### src/rtl/vend_credit_fsm.sv
// vend_credit_fsm: registered vending controller owning credit and state for one channel
// Optional build macro VEND_COIN_REJECT_EN: coins arriving while busy pulse coin_reject.
module vend_credit_fsm #(
    parameter int CREDIT_W = 5,
    parameter int PRICE    = 6,
    parameter int V1       = 1,
    parameter int V2       = 2,
    parameter int V3       = 5
) (
    input  logic                clk,
    input  logic                rst_n,
    input  logic                coin_valid,
    input  logic [1:0]          coin,
    input  logic                cancel,
    input  logic                dispense_ack,
    output logic                dispense,
    output logic                change_pulse,
    output logic [CREDIT_W-1:0] credit,
    output logic                busy,
    output logic                coin_reject
);
    localparam int VMAX = (V1 > V2) ? ((V1 > V3) ? V1 : V3) : ((V2 > V3) ? V2 : V3);

    if (PRICE < 1 || PRICE > (2 ** CREDIT_W) - 1 || PRICE - 1 + VMAX >= 2 ** CREDIT_W ||
        V1 < 1 || V2 < 1 || V3 < 1) begin : g_bad_params
        $error("vend_credit_fsm: illegal PRICE/V*/CREDIT_W combination");
    end

    typedef enum logic [1:0] {IDLE, ACCUM, VEND, CHANGE} state_t;

    state_t              state_q, state_d;
    logic [CREDIT_W-1:0] credit_q, credit_d, coin_val, sum;
    logic                accepted, dispense_q, change_q, busy_q, reject_q, reject_d;

    assign accepted = coin_valid && coin != 2'b00;
    assign coin_val = coin == 2'b01 ? CREDIT_W'(V1) : coin == 2'b10 ? CREDIT_W'(V2) : CREDIT_W'(V3);
    assign sum      = credit_q + coin_val;

    // next state and credit; a coin is added before any same-edge cancel is honoured
    always_comb begin
        state_d  = state_q;
        credit_d = credit_q;
        reject_d = 1'b0;
        case (state_q)
            IDLE, ACCUM: begin
                if (accepted) begin
                    if (sum >= CREDIT_W'(PRICE)) begin
                        state_d  = VEND;
                        credit_d = sum - CREDIT_W'(PRICE);
                    end else begin
                        state_d  = (cancel && state_q == ACCUM) ? CHANGE : ACCUM;
                        credit_d = sum;
                    end
                end else if (cancel && state_q == ACCUM) begin
                    state_d = CHANGE;
                end
            end
            VEND: begin
                if (dispense_ack) state_d = (credit_q != '0) ? CHANGE : IDLE;
            end
            CHANGE: begin
                credit_d = credit_q - CREDIT_W'(1);
                if (credit_q == CREDIT_W'(1)) state_d = IDLE;
            end
            default: begin
                state_d  = IDLE;
                credit_d = '0;
            end
        endcase
`ifdef VEND_COIN_REJECT_EN
        reject_d = accepted && (state_q == VEND || state_q == CHANGE);
`endif
    end

    // state, credit and Moore outputs all registered from the next state
    always_ff @(posedge clk or negedge rst_n) begin
        if (!rst_n) begin
            state_q    <= IDLE;
            credit_q   <= '0;
            dispense_q <= 1'b0;
            change_q   <= 1'b0;
            busy_q     <= 1'b0;
            reject_q   <= 1'b0;
        end else begin
            state_q    <= state_d;
            credit_q   <= credit_d;
            dispense_q <= state_d == VEND;
            change_q   <= state_d == CHANGE;
            busy_q     <= state_d == VEND || state_d == CHANGE;
            reject_q   <= reject_d;
        end
    end

    assign dispense     = dispense_q;
    assign change_pulse = change_q;
    assign busy         = busy_q;
    assign credit       = credit_q;
    assign coin_reject  = reject_q;
endmodule
### config.mk
export PLATFORM = sky130hd
export DESIGN_NAME = vend_credit_fsm
export DESIGN_NICKNAME = d
export VERILOG_FILES = /design/src/rtl/vend_credit_fsm.sv
export SDC_FILE = /design/constraint.sdc
export NUM_CORES = 1
export LEC_CHECK = 0
export ABC_AREA = 1
export BUFFER_PORTS_ARGS = -buffer_cell sky130_fd_sc_hd__buf_2
export CAP_MARGIN = 10
export CORE_MARGIN = 5
export CORE_UTILIZATION = 49
export CTS_BUF_LIST = sky130_fd_sc_hd__clkbuf_16
export CTS_CLUSTER_SIZE = 28
export DETAILED_ROUTE_END_ITERATION = 12
export PLACE_DENSITY = 0.82
export SLEW_MARGIN = 40
export SYNTH_ARGS = -nofsm -noshare
export SYNTH_HDL_FRONTEND = slang
export SYNTH_SLANG_ARGS = --single-unit
### constraint.sdc
create_clock -name clk -period 2 [get_ports clk]
set_clock_uncertainty 0.05 [all_clocks]
set_input_delay 0.1 -clock clk [delete_from_list [all_inputs] [get_ports clk]]
set_output_delay 0.1 -clock clk [all_outputs]
set_load 0.02 [all_outputs]
==> key figures <==
Die
  • Row count: 16
  • Die ar.: 0.002921 sq mm
  • Die Wd: 54.05 um
  • Initial core utilization: 50.00%
  • Core region area: 0.001902 sq mm
  • Ports: 16
  • Die height: 54.05 um

Power and ir drop
  • Pleak: 0.6828 nW
  • Clock share of power: 12.7%
  • Gate power share: 72.1%
  • Power per Cell Area: 2117 mW/mm^2
  • Sw frac: 49.67%
  • Internal Power: 1.374 mW
  • Peak VDD IR: 0.001212 V
  • Psw: 1.356 mW
  • Seq pwr share: 15.2%

Run
  • # Max-Cap Violations: 0

Timing
  • Min Tclk post-route: 2.099 ns
  • RSZ-0062 raised after global routing: true
  • Final Max Slew Viols: 0
  • Final setup viols: 7
  • Hold Vio Cnt, Final: 0
  • Setup ws final: -0.09899 ns
  • Max Fclk: 0.4764 GHz
  • Final clock period utilization by the worst path: 104.9%

Setup path
  • Worst path cell trace: ha_4 > fa_2 > inv_2 > nand2_2 > and2_4 > ha_4 > inv_4 > nand3_4 > o21ai_4 > nand2_1 > nand2_2 > nor2_1
  • Critical path type: flop to flop
  • Setup crit end kind: flop
  • Worst Path Arrival: 2.17 ns
  • Worst EP required: 2.07 ns
  • Reg2reg setup slack: -0.1 ns
  • Crit path launch type: flop
  • Slowest-stage cell, CP: dfrtp_2
  • CP max stage delay: 0.42 ns
  • Crit Path Max Fanout: 4

Clocking
  • Clock sink count: 10
  • H-tree depth: 1
  • Reg clk slew, reported paths: 0.04 ns
  • Root cell of the clock tree: clkbuf_16
  • TritonCTS Buffers: 3
  • Clock tree buffer depth: 2
  • Clk_lat worst skew: 0.24 ns
  • CTS tree: done

Route
  • Initial DRC Count: 26
  • Drt pass-1 iters: 4
  • Post-DR vias/cell: 5.149
  • WL/cell: 12.56 um
  • Routed wire length: 2.437 mm
  • Antenna Nets Post-Route: 0
  • Vias after detailed routing: 999
  • Residual DRC: 0

Place
  • DPL Wire Length: 1.855 mm
  • Placed instance area: 0.001149 sq mm
  • PortBufs: 14
  • Final GP Congestion: 0.8537
  • Dpl ws: -0.2053 ns

Run status
  • Failing checks: negative setup slack
  • Status: complete, but fails checks

Logic synthesis
  • Dominant cell type by area after synthesis: dfrtp_1
  • Simple-gate share of the synthesized area: 38.68%
  • Synth Area in Adders: 12.63%
  • XOR/XNOR Fraction of Synth Area: 0.9211%
  • Mux share of post-synthesis cell area: 0%
  • Synthesis-stage register bit count: 10
  • Leading post-synthesis cells by instance count: nand2_1, inv_1, nand3_1
  • Async set-reset flop share out of synthesis: 100.0%
  • Cell count after synthesis: 137
  • Net Count, Synth: 153
  • Sequential share of the synthesized area: 26.32%
  • Top_reg_cell synth: dfrtp_1
  • Area contributors post-synth: dfrtp_1, nand2_1, ha_1
  • Largest family of logic cells by synthesized area: simple AND/OR/NAND/NOR gates
  • Mean post-synth cell area: 6.941 sq um
  • Post-synth EDFFs: 0
  • Post-synth top area share: 26.32%
  • Yosys cell types: 24
  • Syn. warnings: 0
  • Most frequent cell after synthesis: nand2_1
  • Complex-gate fraction of the synthesized area: 10.00%
  • Post-synthesis instance area: 950.9 sq um

Cells and area
  • Design Area, Final: 0.001290 sq mm
  • Ant. Diodes: 0
  • Share of layout cells above drive strength 1: 35.93%
  • Layout area overhead: 35.66%
  • Nets@finish: 184

Hold path
  • Hold Path Class: input port to flop

Global route
  • Gr ovfl total: 0
  • Vias in the first global route: 895
  • Initial antenna violation count: 0
  • Largest net degree at the start of global routing: 11
  • First-pass GRT wire length: 3.760 mm
  • Global router's overall resource usage: 18.16%
## metrics by stage
| stage | total power [mW] | utilization (%) | hold WS, ns | setup TNS (ns) | cells |
|---|---|---|---|---|---|
| finish | 2.731 | 67.83 | 0.1856 | -0.4850 | 194 |
| global route | 2.981 | 67.83 | 0.2195 | -1.218 | 194 |
| CTS | 2.645 | 66.38 | 0.1839 | -0.3033 | 192 |
| detailed placement | 2.181 | 60.39 | -0.08143 | -1.422 | 187 |
| global placement | 2.105 | 60.39 | -0.07825 | -0.7150 | 187 |
| floorplan | 1.696 | - | -0.2456 | -0.3148 | 137 |
## worst max-delay path: cells and delay by family (launching register included)
kind / cells / cell delay, ns
buf+inv: 2 / 0.12
fa+ha+maj: 3 / 0.67
simple gates: 6 / 0.54
compound gates: 1 / 0.18
flops: 1 / 0.42
## worst paths after layout
path	depth (start not counted)	startpoint	end
worst max-delay path	12	credit[0]	change_pulse
worst min-delay path	5	cancel	busy
worst max register to register	12	credit[0]	change_pulse
worst min register to register	2	credit[4]	credit[4]
max in group asynchronous	2	rst_n	credit[0]
min in group asynchronous	2	rst_n	state_q[0]
## power by group through the flow
stage | Sequential [mW] | Clock, mW | Combinational [mW]
after floorplan | 0.502 | 0 | 1.19
after global placement | 0.411 | 0 | 1.69
after detailed placement | 0.416 | 0 | 1.76
after CTS | 0.414 | 0.353 | 1.88
after global routing | 0.429 | 0.359 | 2.19
final | 0.414 | 0.347 | 1.97
## cells in the final DEF (no fill, tap or decap)
master and count:
a21oi_1 6, a21oi_2 1, a31oi_1 1, a31oi_4 1
and2_4 1, buf_2 14, buf_4 13, clkbuf_16 3
clkinv_1 1, conb_1 1, dfrtp_1 9, dfrtp_2 1
dlygate4sd3_1 1, fa_2 1, ha_1 6, ha_4 2
inv_1 17, inv_2 5, inv_4 1, nand2_1 31
nand2_2 7, nand2_4 1, nand3_1 16, nand3_2 5
nand3_4 1, nand4_1 1, nor2_1 12, nor2_2 1
nor2_4 1, o21ai_0 2, o21ai_1 2, o21ai_4 1
xor2_1 1
## routing by layer
layer  wire length, um  vias to the layer above  GRT usage, %
met2              1204                       43         29.64
li1                  -                      494             -
met5                 0                        -             0
met3               169                        8         5.540
met4                77                        0         8.714
met1               987                      454         21.55
## flip-flops by register name (all words and copies together), names as in the netlist
| register | cells |
|---|---|
| change_pulse | 1 |
| busy | 1 |
| dispense | 1 |
| state_q | 2 |
| credit | 5 |
## logic make-up after synthesis
kind of cell / Yosys count
compound gates: 14
xor+xnor: 1
fa+ha+maj: 9
buf+inv: 25
flops: 10
other cells: 1
simple gates: 77
## repair_timing
item                                    CTS  global route
hold endpoints to repair                 10             0
hold buffers                              1             0
gates resized for setup                   5             3
gates cloned                              0             0
pin swaps                                 5             1
endpoints found under the setup margin    8             9
setup buffers                             0             2
## area by class of cell
type                       instances  area (sq um)
tap                               27         33.78
inverter                          23         88.84
fill                             153         611.8
clock inverter                     1         3.754
sequential                        10         251.5
timing repair buffer              28         177.7
clock buffer                       3         75.07
multi-input combinational        102         659.4
(Power assumes the default switching activity.)
